## config.mk

```make
export PLATFORM = sky130hd
export DESIGN_NAME = mux_rr_arbiter
export DESIGN_NICKNAME = d
export VERILOG_FILES = /design/src/rtl/mux_arb_pkg.sv /design/src/rtl/mux_rr_arbiter_rr_pick.sv /design/src/rtl/mux_rr_arbiter.sv
export SDC_FILE = /design/constraint.sdc
export NUM_CORES = 1
export LEC_CHECK = 0
export CAP_MARGIN = 20
export CORE_MARGIN = 5
export CORE_UTILIZATION = 39
export DETAILED_ROUTE_END_ITERATION = 10
export PLACE_DENSITY = 0.74
export SYNTH_ARGS = -nofsm -noshare
export SYNTH_HDL_FRONTEND = slang
export SYNTH_SLANG_ARGS = --single-unit
```

## constraint.sdc

```tcl
create_clock -name clk -period 1.7 [get_ports clk]
set_input_delay 0.34 -clock clk [delete_from_list [all_inputs] [get_ports clk]]
set_output_delay 0.34 -clock clk [all_outputs]
set_load 0.005 [all_outputs]
```

## src/rtl/mux_arb_pkg.sv

```systemverilog
// Shared constants and types for the 4-to-1 round-robin mux arbiter.
package mux_arb_pkg;

    localparam int unsigned NUM_REQ = 4;
    localparam int unsigned SEL_W   = 2;
    localparam int unsigned CNT_W   = 4;

    typedef enum logic {IDLE, GRANT} arb_state_t;

endpackage

```

## src/rtl/mux_rr_arbiter_rr_pick.sv

```systemverilog
// Combinational round-robin picker.
//   req     : request vector, bit i = requester i
//   ptr     : first index to consider; scan order ptr, ptr+1, ... mod 4
//   grant   : index of the first requesting bit in scan order
//   any_req : at least one request bit set
module rr_pick
    import mux_arb_pkg::*;
(
    input  logic [NUM_REQ-1:0] req,
    input  logic [SEL_W-1:0]   ptr,
    output logic [SEL_W-1:0]   grant,
    output logic               any_req
);

    logic             found;
    logic [SEL_W-1:0] idx;

    // First set bit at or after ptr; the SEL_W-bit add wraps mod 4.
    always_comb begin
        grant   = '0;
        found   = 1'b0;
        idx     = '0;
        any_req = |req;
        for (int unsigned i = 0; i < NUM_REQ; i++) begin
            idx = SEL_W'(ptr + SEL_W'(i));
            if (!found && req[idx]) begin
                grant = idx;
                found = 1'b1;
            end
        end
    end

endmodule

```

## src/rtl/mux_rr_arbiter.sv

```systemverilog
// Round-robin arbiter and registered output slot for the shared 4:1 data mux.
//   clk, rst_n    : clock, asynchronous active-low reset
//   req_valid     : per-requester valid
//   a, b, c, d    : data words of requesters 0..3
//   req_ready     : per-requester ready (combinational, at most one bit high)
//   out_valid     : output slot holds a beat
//   out_data      : beat in the output slot
//   out_sel       : requester that produced out_data
//   out_ready     : consumer accepts when out_valid && out_ready
module mux_rr_arbiter
    import mux_arb_pkg::*;
#(
    parameter int unsigned DW    = 4,
    parameter int unsigned BURST = 1
) (
    input  logic               clk,
    input  logic               rst_n,
    input  logic [NUM_REQ-1:0] req_valid,
    input  logic [DW-1:0]      a,
    input  logic [DW-1:0]      b,
    input  logic [DW-1:0]      c,
    input  logic [DW-1:0]      d,
    output logic [NUM_REQ-1:0] req_ready,
    output logic               out_valid,
    output logic [DW-1:0]      out_data,
    output logic [SEL_W-1:0]   out_sel,
    input  logic               out_ready
);

    arb_state_t       state_q, state_d;
    logic [SEL_W-1:0] ptr_q, ptr_d;
    logic [SEL_W-1:0] g_q, g_d;
    logic [CNT_W-1:0] cnt_q, cnt_d;
    logic [CNT_W-1:0] cnt_inc;
    logic             out_valid_d;
    logic [DW-1:0]    out_data_d;
    logic [SEL_W-1:0] out_sel_d;
    logic [SEL_W-1:0] pick;
    logic             any_req;
    logic             slot_free;
    logic             xfer;
    logic [DW-1:0]    sel_word;

    rr_pick u_pick (
        .req     (req_valid),
        .ptr     (ptr_q),
        .grant   (pick),
        .any_req (any_req)
    );

    // 4:1 datapath mux indexed by the current grant.
    always_comb begin
        case (g_q)
            2'd0:    sel_word = a;
            2'd1:    sel_word = b;
            2'd2:    sel_word = c;
            default: sel_word = d;
        endcase
    end

    assign slot_free = !out_valid || out_ready;
    assign cnt_inc   = cnt_q + CNT_W'(1);

    // Next-state, ready and output-slot logic.
    always_comb begin
        state_d     = state_q;
        ptr_d       = ptr_q;
        g_d         = g_q;
        cnt_d       = cnt_q;
        req_ready   = '0;
        xfer        = 1'b0;
        out_valid_d = out_valid;
        out_data_d  = out_data;
        out_sel_d   = out_sel;

        case (state_q)
            IDLE: begin
                if (any_req) begin
                    g_d     = pick;
                    cnt_d   = '0;
                    state_d = GRANT;
                end
            end
            GRANT: begin
                req_ready[g_q] = slot_free;
                if (!req_valid[g_q]) begin
                    // Requester released the grant without a transfer.
                    state_d = IDLE;
                    ptr_d   = SEL_W'(g_q + SEL_W'(1));
                end else if (slot_free) begin
                    xfer  = 1'b1;
                    cnt_d = cnt_inc;
                    if (cnt_inc == CNT_W'(BURST)) begin
                        state_d = IDLE;
                        ptr_d   = SEL_W'(g_q + SEL_W'(1));
                    end
                end
            end
            default: state_d = IDLE;
        endcase

        // A new beat takes priority over draining the slot.
        if (xfer) begin
            out_valid_d = 1'b1;
            out_data_d  = sel_word;
            out_sel_d   = g_q;
        end else if (out_valid && out_ready) begin
            out_valid_d = 1'b0;
        end
    end

    // State register.
    always_ff @(posedge clk or negedge rst_n) begin
        if (!rst_n) begin
            state_q   <= IDLE;
            ptr_q     <= '0;
            g_q       <= '0;
            cnt_q     <= '0;
            out_valid <= 1'b0;
            out_data  <= '0;
            out_sel   <= '0;
        end else begin
            state_q   <= state_d;
            ptr_q     <= ptr_d;
            g_q       <= g_d;
            cnt_q     <= cnt_d;
            out_valid <= out_valid_d;
            out_data  <= out_data_d;
            out_sel   <= out_sel_d;
        end
    end

endmodule

```

# == After elaboration in Yosys (flattened, before gate mapping) ==
# Cells that the tools add are included.
# Widths: inputs -> output; s select.
# totals
mem_bits_ro,0
ramBits,0
mem_count,0
register_bits,16
wordCells,82
latch_bits,0
# classes
bitwise_logic,2
muxes,38
div_mod_pow,0
eq_ne,8
addsub,5
shifts,0
reduce_logical,16
n_mul,0
n_lt_le_gt_ge,6
# ops
cell,n
$mux 1,18
$mux 4,4
$lt 2x3->1 const B,5
$mux 2,7
$pmux 4 s3,1
$bmux 1 s2,5
$pmux 4 s2,1
$ne 2x1->1 const B,3
$reduce_and 3->1,2
$logic_and 1x1->1,5
$add 2x1->2 const B,2
$add 2x2->2 const B,2
$add 4x1->4 const B,1
$and 4x4->4,1
$eq 4x1->1 const B,1
$logic_not 1->1,4
$ne 2x2->1 const B,2
$reduce_or 4->1,1
$demux 1 s2,1
$eq 2x1->1 const B,1
$eq 2x2->1 const B,1
$ge 2x1->1 const B,1
$logic_not 2->1,1
$pmux 1 s2,1
other kinds (4),4

# == Logic depth before layout (Yosys ltp) ==
# Gate-level depths: netlist (run 1).
# logic_depth
ltp_word,12
ltp_mapped,6
mapped_depth_nobuf,6

# == Hierarchy ==
# From an unflattened synthesis (run 1), not the netlist that was laid out.
# unflattened
hier_cells,103
area_unflattened_um2,965.9
# modules_own_cells
mod,seq_area_each_um2,cells_each,area_per_inst_um2,instances
mux_rr_arbiter,400.4,88,888.4,1
rr_pick,0.0,15,77.6,1

# == Worst setup path before layout (run 1) ==
# No wires, ideal clock.
# synth_path
path_kind,reg2reg
startpoint,reg g_q[0]
endpoint,reg ptr_q[1]
synth_period_minus_slack_ns,1.606
required_ns,1.572
arrival_ns,1.478
n_path_buf,0
stages_incl_launch_ff,4
setup_slack_ns,0.094
cell_sequence,dfrtp_1 mux4_2 o22ai_2 mux2_1
# synth_via
elab_chain_cells,4
elab_cells_between_ends,9
# synth_lines
element,line_no,rtl
start: declaration,mux_rr_arbiter.sv:32,"logic [SEL_W-1:0] g_q, g_d;"
start signal: assignment,mux_rr_arbiter.sv:125,g_q <= g_d;
$add 2x1->2 or $bmux 1 s2 (tied branches),"mux_rr_arbiter.sv:89, mux_rr_arbiter.sv:95, mux_rr_arbiter.sv:86",
$mux 2 or $mux 1 (tied branches),"mux_rr_arbiter.sv:93, mux_rr_arbiter.sv:86",
$mux 2 (tied with other cells),mux_rr_arbiter.sv:90,end else if (slot_free) begin
$mux 2 or $reduce_and 3->1 (tied branches),-,
end signal: assignment,mux_rr_arbiter.sv:124,ptr_q <= ptr_d;
end: declaration,mux_rr_arbiter.sv:31,"logic [SEL_W-1:0] ptr_q, ptr_d;"
# Several ways; a longest one is shown, not always the timed one. The select of a mux whose other input is x is not followed.
# A chain may end at the register's enable or synchronous reset.

# == Worst setup path after layout (run 1) ==
# Ends and elaborated chain as after synthesis.

==> results list, run 1 <==
- Of all nets on the critical path, the largest fanout is 3.
- Boundary Pins: 34
- After synthesis, the share of cell area in mux cells is between 5 and 6%.
- TritonCTS created 3 clock buffers.
- The first global-routing pass estimated between 4000 and 5000 microns of wire.
- Data required, critical path: 1.88 ns
* Number of nets produced by synthesis: 129
- Row generation in the floorplan step produced 17 rows.
- Setup repair after global routing could not meet its margin everywhere.
- Beginning of the worst register-to-register path: g_q[0]$_DFFE_PN0P_
- The worst register-to-register path ends at ptr_q[1]$_DFFE_PN0P_.
- Area Overhead vs Synth: 65.5%
- In this run, the combinational gates consume between 60% and 70% of the power.
* Final Hold Viols: 0
- Antenna Nets Post-Route: 0
* Xor/xnor share of the synthesized area: ~1.8%
- STA classifies the critical path startpoint as a flip-flop.
- Clock edge transition at the registers on the reported setup and hold paths: roughly 0.10 ns
* Post-Synth Simple-Gate Area: 15.9%
* Length of the first detailed-routing pass in iterations: 6
- Worst Setup End Kind: flip-flop
- Across the routed clock network, the largest skew measured is 0.0138 ns.
- The final layout contains routed wiring with a total length of ~2700 microns.
* GR Overflow Total: 0
- For this design the static power due to leakage is between 0.0007 and 0.0008 uW.
* Placement Setup Slack: -0.266 ns
- Detailed-route DRC error count: 0
* CTS tree: built
- Share of the clock period used by the worst path after layout: 102%
- Arrival time of the worst setup path: roughly 1.9 ns
- Violated checks: negative setup slack
- Flop pwr share: a little over a quarter
- Dividing the synthesized area by the synthesized cell count gives around 9.5 sq um.
- Number of library cell types mapped by synthesis: 26
- Proportion of synthesized chip area in sequential cells: a little over two fifths
* Cts hold-fix bufs: 0
- Switching share of power: around two fifths
- Overall power consumption after layout is estimated at approximately 2500 uW.
* Util after Layout: between 60% and 70%
- Maximum capacitance violations: 0
- DRC violation total after the first TritonRoute iteration: 25
* Number of H-tree levels: 1
- Counting along the longest clock path gives a buffer depth of 2.
* Vias in the first global route: between 1000 and 1500
- Setup violations remaining at the end of the flow were counted as 3.
- For this run, the total global-route usage over all layers was measured as roughly 15%.
- Actual slew at the worst max-slew pin: 0.298 ns
* Net count, final: ~190
- Maximum number of pins on one net before global-route repair: 17
- The max-slew violation count was 0.
* Main area contributors after synthesis: sky130_fd_sc_hd__dfrtp_1 42%, sky130_fd_sc_hd__ha_1 7.9%, sky130_fd_sc_hd__o21ai_0 6.3%, sky130_fd_sc_hd__a21oi_1 4.2%, sky130_fd_sc_hd__a222oi_1 4.2%
- Routability-driven placement finished with a final weighted congestion of 0.798.
* Horiz. Die Dim: about 59 microns
- Relative slew slack: 79.9%
- After synthesis, the largest area contributor takes up about 42% of total cell area.
* Switching power total: 962 uW
- Core area: 2280 sq um
- Root Buffer Master: sky130_fd_sc_hd__clkbuf_4
- The clock drives 16 sinks.
- Detailed-placement wirelength estimate: between 2000 and 2500 microns
* Die outline area: roughly 3500 sq um
- Synthesized instance count: 100
- The worst setup path is of the flip-flop to flip-flop kind.
- The initial antenna violation count is 0.
- The run finished, with violations left.
* Avg WL per Cell: between 10 and 15 microns
* Detail-routed via count per cell: 5.28
* Number of cells traversed by the worst register-to-register path: 5
- At the later pin of the worst-skew pair, clock insertion delay measures around 0.28 ns.
- Post-route minimum period: between 1.5 and 2 ns
- Derived from the worst setup path, the maximum achievable clock frequency is slightly below 600 MHz.
- Number of synthesized register bits: 16
* Internal reg-to-reg setup slack: -0.03 ns
- Power share of the clock group: 9.9%
* Class of the most critical hold timing path: input port to asynchronous set/reset pin
- Worst Setup Slack, final: -0.0322 ns
- Detailed routing inserted a total of about 980 vias.
* Peak VDD IR: between 0.7 and 0.8 mV
* Most used cells in the layout excluding fill and tap cells: 29 x sky130_fd_sc_hd__clkdlybuf4s50_1, 20 x sky130_fd_sc_hd__buf_4, 15 x sky130_fd_sc_hd__dfrtp_1
* Antenna diode count: 0
- Total internal power: about 1600 uW
- The initial utilization of the core area, before any placement, comes to around two fifths.
- Cells with a size suffix above 1 make up between 20% and 30% of the layout.
- Dividing total power by cell area gives a power density of 1600 nW/um^2.
* Die extent in y: 59.4 microns
- The synthesized netlist devotes 21.1% of its cell area to compound gates.
- Most common library cell in the layout ignoring fill and taps: sky130_fd_sc_hd__clkdlybuf4s50_1
- Post-Synthesis Cell Area: between 900 and 1000 sq um
- By area, the combinational part of the netlist is dominated by compound AO/OA/AOI/OAI gates.
* Adder-cell share of the synthesized area: slightly below 8%
- Yosys warns: 0
- sky130_fd_sc_hd__dfrtp_1 takes more of the synthesized area than any other cell.
* Number of I/O port buffers: 33
-- worst max-delay path by stage --
| stage | end | slack [ns] | cells after the start | startpoint |
|---|---|---|---|---|
| floorplan | ptr_q[1]$_DFFE_PN0P_ | 0.09 | 3 | g_q[0]$_DFFE_PN0P_ |
| global placement | req_ready[3] | -0.23 | 4 | out_ready |
| detailed placement | req_ready[2] | -0.27 | 4 | out_ready |
| CTS | req_ready[2] | -0.1 | 5 | g_q[0]$_DFFE_PN0P_ |
| global route | ptr_q[1]$_DFFE_PN0P_ | -0.09 | 5 | g_q[0]$_DFFE_PN0P_ |
| finish | ptr_q[1]$_DFFE_PN0P_ | -0.03 | 5 | g_q[0]$_DFFE_PN0P_ |
-- power by group through the flow --
stage | Sequential [uW] | Clock (uW) | Combinational (uW)
floorplan | 673 | 0 | 694
global placement | 689 | 0 | 1290
detailed placement | 704 | 0 | 1330
CTS | 682 | 253 | 1490
global route | 714 | 279 | 1730
finish | 689 | 249 | 1580
-- routing by layer --
layer | up-vias | routed length (microns) | track usage (%)
met1 | 456 | 1130 | 17.6
met3 | 2 | 224 | 4.14
met5 | - | 0 | 0
met4 | 0 | 5 | 2.59
met2 | 49 | 1300 | 26.8
li1 | 476 | - | -
-- kinds of logic (layout without fill, tap and decap cells) --
group | Yosys count | in the layout
xor+xnor | 2 | 2
flops | 16 | 16
simple gates | 31 | 31
buf+inv | 11 | 69
compound gates | 30 | 30
fa+ha+maj | 6 | 6
mux | 4 | 4
-- repair_timing --
action	in CTS	in global routing
pin swaps	1	7
endpoints found under the hold margin	0	0
resized for setup	21	16
endpoints found under the setup margin	7	14
setup buffers	5	0
-- worst max-delay path: stages (launching register included) --
cell and delay [ns]:
sky130_fd_sc_hd__dfrtp_2 0.42, sky130_fd_sc_hd__buf_6 0.12, sky130_fd_sc_hd__buf_6 0.11, sky130_fd_sc_hd__mux4_2 0.46, sky130_fd_sc_hd__o22ai_2 0.20, sky130_fd_sc_hd__mux2_4 0.31
-- cell usage after synthesis --
cell type                  count
sky130_fd_sc_hd__mux2i_1       2
sky130_fd_sc_hd__nand3_2       1
sky130_fd_sc_hd__nor2_1        6
sky130_fd_sc_hd__mux2_1        1
sky130_fd_sc_hd__buf_6         1
sky130_fd_sc_hd__a31o_2        1
sky130_fd_sc_hd__a21oi_1       8
sky130_fd_sc_hd__dfrtp_1      16
sky130_fd_sc_hd__o41ai_2       1
sky130_fd_sc_hd__buf_4         1
sky130_fd_sc_hd__and3_1        4
sky130_fd_sc_hd__o22ai_2       1
sky130_fd_sc_hd__nand4_1       1
sky130_fd_sc_hd__xnor2_1       2
sky130_fd_sc_hd__nand3_1       5
sky130_fd_sc_hd__nand2b_1      4
sky130_fd_sc_hd__o41ai_1       1
sky130_fd_sc_hd__a222oi_1      4
sky130_fd_sc_hd__nand2_1      10
sky130_fd_sc_hd__mux4_2        1
sky130_fd_sc_hd__o22ai_1       1
sky130_fd_sc_hd__o21a_1        1
sky130_fd_sc_hd__o21ai_0      12
sky130_fd_sc_hd__clkbuf_1      1
sky130_fd_sc_hd__inv_1         8
sky130_fd_sc_hd__ha_1          6
-- metrics by stage --
| step | TNS [ns] | cell area [sq um] | hold WS, ns | std cells |
|---|---|---|---|---|
| after global routing | -0.512 | 1570 | 0.384 | 186 |
| final | -0.0465 | 1570 | 0.360 | 186 |
| after detailed placement | -2.71 | 1440 | 0.484 | 177 |
| after global placement | -2.24 | 1440 | 0.463 | 177 |
| after CTS | -0.337 | 1540 | 0.373 | 186 |
| after floorplan | 0 | 951 | 0.0444 | 100 |
-- sequential cells by signal, summed over array words and instances, names as in the netlist --
register	cells
ptr_q	2
state_q	1
out_sel	2
cnt_q	4
out_valid	1
g_q	2
out_data	4
-- layout make-up --
type,count,area (sq um)
clock buffers,4,36.3
fillers,177,702
inverters,8,32.5
multi-input cells,73,563
flip-flops and latches,16,402
well taps,28,35.0
repair buffers,57,505
(Power assumes the default switching activity.)
==> run 2, diff against run 1 <==
- CORE_MARGIN: 5 -> 2
- PLACE_DENSITY: 0.74 -> 0.8
==> results list, run 2 (synthesis results as in run 1) <==
- Slowest stage cell on the critical path: sky130_fd_sc_hd__mux4_2
- Non-filler cells, final: 189 (+1.6%)
* Unrepaired setup endpoints after global routing: true
- Max Freq: 559 MHz (-3.2%)
- The antenna diode instance count came to 0 (unchanged).
- Class of the most critical hold timing path: input port to asynchronous set/reset pin
- The placement row count came to 17 (unchanged).
- Boundary Pins: 34 (unchanged)
* Die outline area: 2850 sq um (-19%)
* Wirelength, routed: 3270 microns (+23%)
* Finish-stage setup viols: 8 (+5)
- Detail-routed via count per cell: 5.50 (+4.0%)
- DRC violation total after the first TritonRoute iteration: 32 (+28%)
- Cell Count Post-Placement: 174 (-1.7%)
* Core area: 2250 sq um (-0.93%)
* Maximum capacitance violations: 0 (unchanged)
- Status: finished, violations left
- The leftover overflow at the end of global routing came to 0 (unchanged).
- The starting density of the core came to 42.2% (+0.39 points).
- The die boundary width was 53.4 microns (-10%).
- The total placed instance area was 1430 sq um (-0.70%).
* Vias post-DR: 1039 (+5.7%)
- Detailed-route DRC error count: 0 (unchanged)
- The delay of the slowest critical-path stage was 0.58 ns (+0.12 ns).
- In this run the clock root is driven by a sky130_fd_sc_hd__clkbuf_4.
- Net count, final: 191 (+1.6%)
- Actual slew at the worst max-slew pin: 0.392 ns (+0.0943 ns)
- Clock edge transition at the registers on the reported setup and hold paths: 0.11 ns (about the same)
- Die extent in y: 53.4 microns (-10%)
- Crit path max fanout: 4 (+1)
- The wire length per cell after detailed routing is 17.3 microns (+21%).
* Post-route cell area: 1660 sq um (+5.7%)
- Relative slew slack: 73.6% (-6.3 points)
- Clock tree buffer depth: 2 (unchanged)
- The leakage power came to 0.000743 uW (+3.8%).
- The smallest setup slack after layout came to -0.0888 ns (-0.0566 ns).
- Critical path startpoint category: flip-flop
* Pins Over Slew Limit: 0 (unchanged)
- Post-route minimum period: 1.79 ns (+0.0566 ns)
- Number of H-tree levels: 1 (unchanged)
- STA classifies the critical path endpoint as a flip-flop.
- The first-pass GRT wire length came to 4710 microns (+12%).
- CTS tree: built
- The signal on the critical path passes through buf_6 -> mux4_2 -> o22ai_4 -> mux2_4.
- The final RePlAce weighted congestion was 0.742 (-7.0%).
* Peak VDD IR: 1.17 mV (+47%)
- Data required, critical path: 1.89 ns (about the same)
- Biggest registers after layout: cnt_q x4, out_data x4
- The final reports fail on negative setup slack.
* Arrival time of the worst setup path: 1.98 ns (+0.07 ns)
- Most used cells in the layout excluding fill and tap cells: 29 x sky130_fd_sc_hd__clkdlybuf4s50_1, 17 x sky130_fd_sc_hd__buf_4, 14 x sky130_fd_sc_hd__dfrtp_1
- From synthesis to final layout, the design area changed by 75.0%.
- Total power: 2870 uW (+14%)
- The pin count of the biggest net entering global routing was 17 (unchanged).
- The source-to-sink clock delay at the later pin of the worst-skew pair was 0.30 ns (+0.02 ns).
* Share of layout cells above drive strength 1: 35.4% (+5.7 points)
- Antenna Nets Post-Route: 0 (unchanged)
- Detailed-placement wirelength estimate: 2100 microns (+4.3%)
* Final setup skew: 0.0125 ns (-0.00135 ns)
- The number of buffers created by CTS came to 3 (unchanged).
- Startpoint-to-endpoint class of the critical path: flip-flop to flip-flop
- Leaving out fill and tap cells, the most frequent cell in the layout is sky130_fd_sc_hd__clkdlybuf4s50_1.
- Util after Layout: 73.8% (+4.6 points)
* Cts hold-fix bufs: 0 (unchanged)
* Initial antenna violation count: 0 (unchanged)
* Power density over cell area: 1720 nW/um^2 (+7.6%)
- The number of buffers inserted by port buffering came to 33 (unchanged).
- Total clock sinks: 16 (unchanged)
- Length of the first detailed-routing pass in iterations: 4 (-2)
* Vias in the first global route: 1010 (+0.90%)
- Total routing usage reported by global routing: 23.8% (+8.9 points)
- The ratio of final minimum period to clock period is 105% (+3.3 points).
* Final Hold Viols: 0 (unchanged)
[run 2: cell types whose count changed in the layout (fill, tap and decap cells not counted), moves of 2 or more]
cell	before	now
sky130_fd_sc_hd__buf_6	4	9
sky130_fd_sc_hd__nand2_1	10	7
sky130_fd_sc_hd__o21ai_2	0	2
sky130_fd_sc_hd__o21ai_0	9	6
sky130_fd_sc_hd__buf_4	20	17
sky130_fd_sc_hd__nand2_2	0	3
[run 2: metrics by stage]
step / hold WS (ns) / setup TNS (ns) / worst slack, ns
after CTS: 0.379 / -0.384 / -0.139
after global routing: 0.369 / -1.06 / -0.136
final: 0.365 / -0.377 / -0.0888
after floorplan: 0.0444 / 0 / 0.0941
after global placement: 0.463 / -2.48 / -0.230
after detailed placement: 0.471 / -3.19 / -0.282
[run 2: worst paths after layout]
check | cells after the start | to | slack [ns] | startpoint
setup / recovery | 4 | ptr_q[1]$_DFFE_PN0P_ | -0.09 | g_q[0]$_DFFE_PN0P_
hold / removal | 2 | out_data[2]$_DFFE_PN0P_ | 0.36 | rst_n
setup reg to reg | 4 | ptr_q[1]$_DFFE_PN0P_ | -0.09 | g_q[0]$_DFFE_PN0P_
hold reg to reg | 2 | out_sel[1]$_DFFE_PN0P_ | 0.50 | out_sel[1]$_DFFE_PN0P_
max in group asynchronous | 2 | cnt_q[1]$_DFFE_PN0P_ | 1.13 | rst_n
min in group clk | 2 | out_sel[1]$_DFFE_PN0P_ | 0.50 | out_sel[1]$_DFFE_PN0P_
[run 2: final cells by class]
| cell class | count | area [sq um] |
|---|---|---|
| Multi-Input combinational cell | 73 | 598 |
| Tap cell | 28 | 35.0 |
| Inverter | 8 | 32.5 |
| Sequential cell | 16 | 403 |
| Clock buffer | 4 | 36.3 |
| Timing Repair Buffer | 60 | 559 |
| Fill cell | 159 | 591 |
[run 2: metal layers]
metal  up-vias  GRT usage, %  part of all wire (%)
met3        10          7.06                   8.9
met2        55          45.1                    51
met5         -             0                     0
li1        485             -                     -
met4         0          8.12                   3.5
met1       489          24.3                    36
[run 2: power by group]
part / leakage (uW) / internal (uW) / switching (uW)
logic: 0.000522 / 1050 / 823
clock network: 0.0000210 / 131 / 133
registers: 0.000200 / 545 / 184
total: 0.000743 / 1730 / 1140
[run 2: what timing repair did]
| action | in CTS | in global routing |
|---|---|---|
| buffers inserted | 8 | 3 |
| gates resized for setup | 23 | 29 |
| cloned | 0 | 0 |
| hold endpoints to repair | 0 | 0 |
| endpoints found under the setup margin | 5 | 13 |
| pin swaps | 2 | 8 |
[run 2: worst max-delay path: cells and delay by family (launching register included)]
family	cells	cell delay, ns
mux	2	0.90
buf+inv	1	0.12
compound gates	1	0.21
flops	1	0.45
